[src/rtl/branch_predict_unit_if.sv]
// Resolve/lookup bus between the execute stage and the branch predict unit.
// Statistics signals exist only when BRANCH_PREDICT_STATS_EN is defined.
interface branch_predict_unit_if #(
  parameter int XLEN   = 32,
  parameter int ADDR_W = 10,
  parameter int IMM_W  = 20
);
  logic              valid_in;
  logic              b;
  logic              j;
  logic [2:0]        funct3;
  logic [IMM_W-1:0]  imm;
  logic [XLEN-1:0]   op0;
  logic [XLEN-1:0]   op1;
  logic [ADDR_W-1:0] address;
  logic              pred_in;
  logic [ADDR_W-1:0] fetch_addr;
  logic              pred_taken;
  logic              valid_out;
  logic              branch;
  logic [ADDR_W-1:0] target_address;
  logic              mispredict;
`ifdef BRANCH_PREDICT_STATS_EN
  logic [15:0]       resolved_count;
  logic [15:0]       mispredict_count;
`endif

  modport master (
    output valid_in, b, j, funct3, imm, op0, op1, address, pred_in, fetch_addr,
    input  pred_taken, valid_out, branch, target_address, mispredict
`ifdef BRANCH_PREDICT_STATS_EN
    , input resolved_count, mispredict_count
`endif
  );

  modport slave (
    input  valid_in, b, j, funct3, imm, op0, op1, address, pred_in, fetch_addr,
    output pred_taken, valid_out, branch, target_address, mispredict
`ifdef BRANCH_PREDICT_STATS_EN
    , output resolved_count, mispredict_count
`endif
  );
endinterface

[src/rtl/branch_predict_unit.sv]
// Branch resolve (1-cycle) plus a 2-bit saturating-counter BHT for fetch prediction.
// Optional resolve/mispredict statistics counters: define BRANCH_PREDICT_STATS_EN.
module branch_predict_unit #(
  parameter int XLEN      = 32,
  parameter int ADDR_W    = 10,
  parameter int IMM_W     = 20,
  parameter int BHT_DEPTH = 16
) (
  input  logic                   clk,
  input  logic                   rst,
  branch_predict_unit_if.slave   bus
);
  localparam int IDX_W = $clog2(BHT_DEPTH);

  logic [1:0]        r_bht [BHT_DEPTH];
  logic              r_valid_out;
  logic              r_branch;
  logic [ADDR_W-1:0] r_target;
  logic              r_mispredict;

  logic              w_eq;
  logic              w_lt;
  logic              w_ltu;
  logic              w_cond;
  logic              w_cond_valid;
  logic              w_taken;
  logic              w_mispredict;
  logic              w_bht_upd;
  logic [ADDR_W-1:0] w_target;
  logic [IDX_W-1:0]  w_upd_idx;
  logic [IDX_W-1:0]  w_rd_idx;
  logic [1:0]        w_ctr;

  assign w_eq  = (bus.op0 == bus.op1);
  assign w_lt  = ($signed(bus.op0) < $signed(bus.op1));
  assign w_ltu = (bus.op0 < bus.op1);

  always_comb begin
    w_cond       = 1'b0;
    w_cond_valid = 1'b1;
    case (bus.funct3)
      3'b000:  w_cond = w_eq;
      3'b001:  w_cond = ~w_eq;
      3'b100:  w_cond = w_lt;
      3'b101:  w_cond = ~w_lt;
      3'b110:  w_cond = w_ltu;
      3'b111:  w_cond = ~w_ltu;
      default: w_cond_valid = 1'b0;
    endcase
  end

  // Jump wins over a conditional branch; nothing is taken without a request.
  assign w_taken      = bus.valid_in & (bus.j | (bus.b & w_cond));
  assign w_mispredict = bus.valid_in & (bus.b | bus.j) & (w_taken != bus.pred_in);
  assign w_target     = bus.address + bus.imm[ADDR_W-1:0];
  assign w_bht_upd    = bus.valid_in & bus.b & ~bus.j & w_cond_valid;
  assign w_upd_idx    = bus.address[IDX_W-1:0];
  assign w_rd_idx     = bus.fetch_addr[IDX_W-1:0];
  assign w_ctr        = r_bht[w_upd_idx];

  always_ff @(posedge clk) begin
    if (rst) begin
      r_valid_out  <= 1'b0;
      r_branch     <= 1'b0;
      r_target     <= '0;
      r_mispredict <= 1'b0;
    end else begin
      r_valid_out  <= bus.valid_in;
      r_branch     <= w_taken;
      r_target     <= w_target;
      r_mispredict <= w_mispredict;
    end
  end

  always_ff @(posedge clk) begin
    if (rst) begin
      for (int i = 0; i < BHT_DEPTH; i++) r_bht[i] <= 2'b01;
    end else if (w_bht_upd) begin
      if (w_cond && w_ctr != 2'b11)       r_bht[w_upd_idx] <= w_ctr + 2'b01;
      else if (!w_cond && w_ctr != 2'b00) r_bht[w_upd_idx] <= w_ctr - 2'b01;
    end
  end

  // Read-before-write: the lookup sees the counter as it was before this edge.
  assign bus.pred_taken     = r_bht[w_rd_idx][1];
  assign bus.valid_out      = r_valid_out;
  assign bus.branch         = r_branch;
  assign bus.target_address = r_target;
  assign bus.mispredict     = r_mispredict;

  // Address bits above the BHT index and immediate bits above ADDR_W do not matter here.
  logic w_unused_bits;
  if (IMM_W > ADDR_W) begin : g_imm_hi
    assign w_unused_bits = ^{bus.imm[IMM_W-1:ADDR_W], bus.address[ADDR_W-1:IDX_W],
                             bus.fetch_addr[ADDR_W-1:IDX_W]};
  end else begin : g_imm_eq
    assign w_unused_bits = ^{bus.address[ADDR_W-1:IDX_W], bus.fetch_addr[ADDR_W-1:IDX_W]};
  end

`ifdef BRANCH_PREDICT_STATS_EN
  logic [15:0] r_resolved_count;
  logic [15:0] r_mispredict_count;

  always_ff @(posedge clk) begin
    if (rst) begin
      r_resolved_count   <= '0;
      r_mispredict_count <= '0;
    end else begin
      if (bus.valid_in && (bus.b || bus.j) && r_resolved_count != 16'hFFFF)
        r_resolved_count <= r_resolved_count + 16'd1;
      if (w_mispredict && r_mispredict_count != 16'hFFFF)
        r_mispredict_count <= r_mispredict_count + 16'd1;
    end
  end

  assign bus.resolved_count   = r_resolved_count;
  assign bus.mispredict_count = r_mispredict_count;
`endif
endmodule

[src/flat_wrapper.sv]
// flat-port wrapper written by rule: the top's interface ports become plain ports
module branch_predict_unit_flat 
#(
  parameter int XLEN      = 32,
  parameter int ADDR_W    = 10,
  parameter int IMM_W     = 20,
  parameter int BHT_DEPTH = 16
)
  (clk, rst, bus_valid_in, bus_b, bus_j, bus_funct3, bus_imm, bus_op0, bus_op1, bus_address, bus_pred_in, bus_fetch_addr, bus_pred_taken, bus_valid_out, bus_branch, bus_target_address, bus_mispredict);
  branch_predict_unit_if #(.XLEN(XLEN), .ADDR_W(ADDR_W), .IMM_W(IMM_W)) bus_i ();
  input  logic clk;
  input  logic rst;
  input wire logic [$bits(bus_i.valid_in)-1:0] bus_valid_in;
  input wire logic [$bits(bus_i.b)-1:0] bus_b;
  input wire logic [$bits(bus_i.j)-1:0] bus_j;
  input wire logic [$bits(bus_i.funct3)-1:0] bus_funct3;
  input wire logic [$bits(bus_i.imm)-1:0] bus_imm;
  input wire logic [$bits(bus_i.op0)-1:0] bus_op0;
  input wire logic [$bits(bus_i.op1)-1:0] bus_op1;
  input wire logic [$bits(bus_i.address)-1:0] bus_address;
  input wire logic [$bits(bus_i.pred_in)-1:0] bus_pred_in;
  input wire logic [$bits(bus_i.fetch_addr)-1:0] bus_fetch_addr;
  output wire logic [$bits(bus_i.pred_taken)-1:0] bus_pred_taken;
  output wire logic [$bits(bus_i.valid_out)-1:0] bus_valid_out;
  output wire logic [$bits(bus_i.branch)-1:0] bus_branch;
  output wire logic [$bits(bus_i.target_address)-1:0] bus_target_address;
  output wire logic [$bits(bus_i.mispredict)-1:0] bus_mispredict;
  assign bus_i.valid_in = bus_valid_in;
  assign bus_i.b = bus_b;
  assign bus_i.j = bus_j;
  assign bus_i.funct3 = bus_funct3;
  assign bus_i.imm = bus_imm;
  assign bus_i.op0 = bus_op0;
  assign bus_i.op1 = bus_op1;
  assign bus_i.address = bus_address;
  assign bus_i.pred_in = bus_pred_in;
  assign bus_i.fetch_addr = bus_fetch_addr;
  assign bus_pred_taken = bus_i.pred_taken;
  assign bus_valid_out = bus_i.valid_out;
  assign bus_branch = bus_i.branch;
  assign bus_target_address = bus_i.target_address;
  assign bus_mispredict = bus_i.mispredict;
  branch_predict_unit #(.XLEN(XLEN), .ADDR_W(ADDR_W), .IMM_W(IMM_W), .BHT_DEPTH(BHT_DEPTH)) u_core (.clk(clk), .rst(rst), .bus(bus_i));
endmodule
[config.mk]
export PLATFORM = sky130hd
export DESIGN_NAME = branch_predict_unit_flat
export DESIGN_NICKNAME = d
export VERILOG_FILES = /design/src/rtl/branch_predict_unit_if.sv /design/src/rtl/branch_predict_unit.sv /design/src/flat_wrapper.sv
export SDC_FILE = /design/constraint.sdc
export NUM_CORES = 1
export LEC_CHECK = 0
export BUFFER_PORTS_ARGS = -buffer_cell sky130_fd_sc_hd__buf_2
export CORE_MARGIN = 2
export CORE_UTILIZATION = 55
export CTS_CLUSTER_SIZE = 25
export DETAILED_ROUTE_END_ITERATION = 8
export GPL_ROUTABILITY_DRIVEN = 0
export GPL_TIMING_DRIVEN = 0
export PLACE_DENSITY = 0.85
export SLEW_MARGIN = 5
export SYNTH_ARGS = -nofsm -noshare
export SYNTH_HDL_FRONTEND = slang
export SYNTH_SLANG_ARGS = --single-unit
[constraint.sdc]
create_clock -name clk -period 6.4 [get_ports clk]
set_input_delay 0.64 -clock clk [delete_from_list [all_inputs] [get_ports clk]]
set_output_delay 0.64 -clock clk [all_outputs]
set_load 0.005 [all_outputs]
### Word-level counts from Yosys, hierarchy flattened

Memories as Yosys holds them, arrays and structs flattened.
Index checks and enable logic that the tools add are counted.

| cells by class | value |
|---|---|
| add/subtract/negate cells | 3 |
| $lt $le $gt $ge | 2 |
| equal/unequal tests | 8 |
| mux-type cells | 17 |
| bitwise gates (word level) | 14 |
| reductions and logical operators | 7 |

Operators by type and width:

| cell | number |
|---|---|
| $lt A32 B32 Y1 | 2 |
| $eq A32 B32 Y1 | 1 |
| $mux W1 | 13 |
| $eq A3 B3 Y1 const B | 4 |
| $add A10 B10 Y10 | 1 |
| $and A1 B1 Y1 | 7 |
| $pmux W1 S6 | 1 |
| $reduce_or A6 Y1 | 1 |
| $mux W2 | 2 |
| $mux W4 | 1 |
| $not A1 Y1 | 4 |
| $eq A3 B1 Y1 const B | 1 |
| $logic_not A3 Y1 | 1 |
| $or A1 B1 Y1 | 3 |
| $add A2 B1 Y2 const B | 1 |
| $logic_and A1 B1 Y1 | 2 |
| $ne A2 B2 Y1 const B | 1 |
| $reduce_bool A2 Y1 | 1 |
| $reduce_or A2 Y1 | 1 |
| $sub A2 B1 Y2 const B | 1 |
| $logic_not A1 Y1 | 1 |
| $ne A1 B1 Y1 | 1 |

| storage, ports and cells | value |
|---|---|
| flip-flop bits (word level) | 13 |
| RAM bits | 32 |
| bits of input ports | 113 |
| output and inout bits | 14 |
| word-level logic and storage cells | 56 |
| memories kept | 1 |

Memory list:

| memory | depth | width | read ports | clocked after memory_dff | write ports | line | text |
|---|---|---|---|---|---|---|---|
| u_core.r_bht | 16 | 2 | 2 | 0 | 16 | branch_predict_unit.sv:15 | `logic [1:0] r_bht [BHT_DEPTH];` |

### Depth between registers and ports, before layout

| logic depth | value |
|---|---|
| depth after elaboration | 13 |
| depth in mapped cells | 12 |
| mapped depth without buffers | 11 |

### Worst setup path before layout

OpenSTA, ideal clock, no wires.

| timing path | value |
|---|---|
| path type | in2reg |
| from | input bus_op1[14] |
| to | memory u_core.r_bht[10][0] (enable) |
| library setup time | 0.249 ns |
| arrival | 2.967 ns |
| data required time | 6.151 ns |
| setup slack | 3.184 ns |
| stages | 12 |
| path buffers | 2 |
| cells stage by stage | inv_1 > ha_1 > a21oi_1 > nand2_1 > a221oi_2 > a31oi_1 > or4b_1 > a21bo_4 > buf_6 > and2_4 > buf_6 > a41o_1 |

RTL lines:

| item | line | text |
|---|---|---|
| from (decl) | flat_wrapper.sv:19 | `input wire logic [$bits(bus_i.op1)-1:0] bus_op1;` |
| to (decl) | branch_predict_unit.sv:15 |  |

==> metrics <==
post-CTS setup buffer count 0; Synth top area share 27.38%; Num CTS Buffers 5; Iteration-0 DRC Markers 222; total chip power 712.1 uW; Arr. time, crit path 3.20 ns; HPWL after detailed placement 7.262 mm; Vias/cell 5.859; setup tns final 0 ns; vias 3158; FF-to-FF Start u_core.r_bht[5][0]$_SDFFCE_PN1P_; Synth area leader edfxtp_1; reg-to-reg slack, setup 3.59 ns; area grow syn2layout 21.21%; Clock transition at path regs 0.08 ns; HP Class primary input to register; Seq cells post-synth 45; Hold Crit Start bus_valid_in; Reg2Reg Depth 8; DRC viols 0; clk_lat worst skew 0.30 ns; Ant. Diodes 0; Post-synth ARST share 0%; GRT Overall Usage 26.46%; num rows 29; Worst slew margin 63.80%; port bufs 109; most common cell in the netlist inv_1; # setup viols final 0; H-tree level count 2; gr ovfl total 0; YS warnings 0; ys flop type edfxtp_1; largest net degree at the start of global routing 15; Layout fillers 500; die height 83.88 um; final wirelength 8.862 mm; register area 1221 um^2; Synth Instances 345; WL per Instance 16.44 um; library cells used by synthesis 46; power per standard cell area 167.4 nW/um^2; status finished, final reports clean; CTS Sinks 45; Worst setup SP type primary input; multi-input logic area 2063 um^2; crit-path max FO 10; Post-CTS Resized 0; Post-DRT Antenna Nets 0; initial antenna violation count 0; RSZ-0062 raised after global routing no; Hold Violations, Final 0; Mapped Avg Cell Area 10.17 um^2; Core Footprint 6277 um^2; commonest cells in the netlist inv_1, ha_1, nor2_1; required time of the worst setup path 6.40 ns; Critical Path Start bus_address[1]; Bufs on Longest Clock Path 2; DR pass1 iterations 4; nets 616; Post-CTS Hold Fix Bufs 0; Setup Skew 0.01141 ns; critical path type primary input to register; CTS tree yes; sequential fraction of the synthesis area 34.80%; period utilization 49.91%; post-synth net total 500; leakage 1.987 nW; min cycle time layout 3.194 ns; Post-synth EDFFs 32; FMAX 313.1 MHz; Slew @ Worst Pin 0.5430 ns; number of global-route vias before repair 3256; clk root buf clkbuf_8; die area 7036 um^2; Max IR drop VDD 0.1101 mV; Initial Util 55.91%; first-pass GRT wire length 14.68 mm; IO Count 127; Hold Crit Depth 3; number of max-cap violations 0; utilization after layout 67.77%; Crit. End Element register; fin. max-slew vios 0; fraction of layout cells with a size suffix above 1 30.74%; largest cells by area after synthesis edfxtp_1, ha_1, mux4_2; netlist area before placement 3510 um^2; die width 83.88 um
-- where the power goes --
part / leakage (nW) / total, mW / internal [mW] / switching, mW
Combinational: 1.55 / 0.190 / 0.0905 / 0.0995
Clock: 0.0534 / 0.195 / 0.100 / 0.0950
Sequential: 0.383 / 0.327 / 0.323 / 0.00407
Total: 1.99 / 0.712 / 0.514 / 0.199
-- through the flow --
stage               worst slack (ns)  area, um^2  hold WS (ns)  instances
floorplan                      3.184        3510        0.7607        345
global placement               2.946        4151        0.9352        531
detailed placement             2.902        4151        0.9368        531
CTS                            3.210        4254        0.6153        539
global route                   3.010        4254        0.6451        539
finish                         3.206        4254        0.6286        539
-- critical path, cell delays in order --
cell and delay, ns:
buf_2 0.13, clkbuf_1 0.42, mux4_2 0.43, mux4_2 0.55, and2_1 0.20, a21bo_4 0.17
buf_6 0.13, and2_4 0.15, buf_6 0.14, a41o_1 0.24
-- registers in the layout, indices dropped and copies added, names as in the netlist --
register,flops
u_core.bus.valid_out,1
u_core.bus.mispredict,1
u_core.r_bht,32
u_core.bus.branch,1
u_core.bus.target_address,10
-- per-layer routing --
layer  track usage (%)  share of wire [%]  vias to the layer above  wire, um
li1                  -                  -                     1532         -
met1             30.30                 36                     1455      3228
met2             48.00                 53                      151      4666
met3             5.440                8.6                       20       762
met4             10.56                2.3                        0       206
met5                 0                  0                        -         0
-- placed cells by master (no fill, tap or decap), types with 4 or more instances in the layout --
cell type / netlist / layout
clkbuf_8: 0 / 5
nand2_1: 12 / 12
o21ai_0: 11 / 11
ha_1: 41 / 41
nor2b_1: 7 / 7
nand3_1: 9 / 9
mux4_2: 13 / 13
clkbuf_1: 6 / 7
nor2_1: 34 / 34
and2_1: 7 / 7
nand2b_1: 14 / 14
nor3_1: 7 / 7
a41o_1: 16 / 16
buf_6: 4 / 4
a21oi_1: 19 / 19
nand4_1: 13 / 13
inv_1: 42 / 42
nor3b_1: 5 / 5
edfxtp_1: 32 / 32
buf_2: 0 / 109
dfxtp_1: 13 / 13
-- logic make-up after synthesis --
| family | after synthesis | synth area share (%) |
|---|---|---|
| xor+xnor | 6 | 1.498 |
| simple gates | 121 | 18.72 |
| mux | 15 | 9.840 |
| buf+inv | 52 | 6.417 |
| flops | 45 | 34.79 |
| fa+ha+maj | 42 | 15.19 |
| compound gates | 64 | 13.55 |
-- worst paths after layout --
path                                                          to
worst min register to register  u_core.r_bht[9][0]$_SDFFCE_PN1P_
worst max-delay path            u_core.r_bht[4][1]$_SDFFCE_PN0P_
worst max register to register  u_core.r_bht[4][1]$_SDFFCE_PN0P_
worst min-delay path             u_core.bus.valid_out$_SDFF_PP0_
-- final cells by class --
class | count | share of cell area [%]
multi-input combinational | 248 | 48.50
sequential | 45 | 28.71
timing repair buffer | 109 | 12.82
inverter | 42 | 3.706
clock buffer | 7 | 2.294
tap | 77 | 2.265
buffer | 10 | 1.588
clock inverter | 1 | 0.1176
Power figures use the tool's default switching activity.
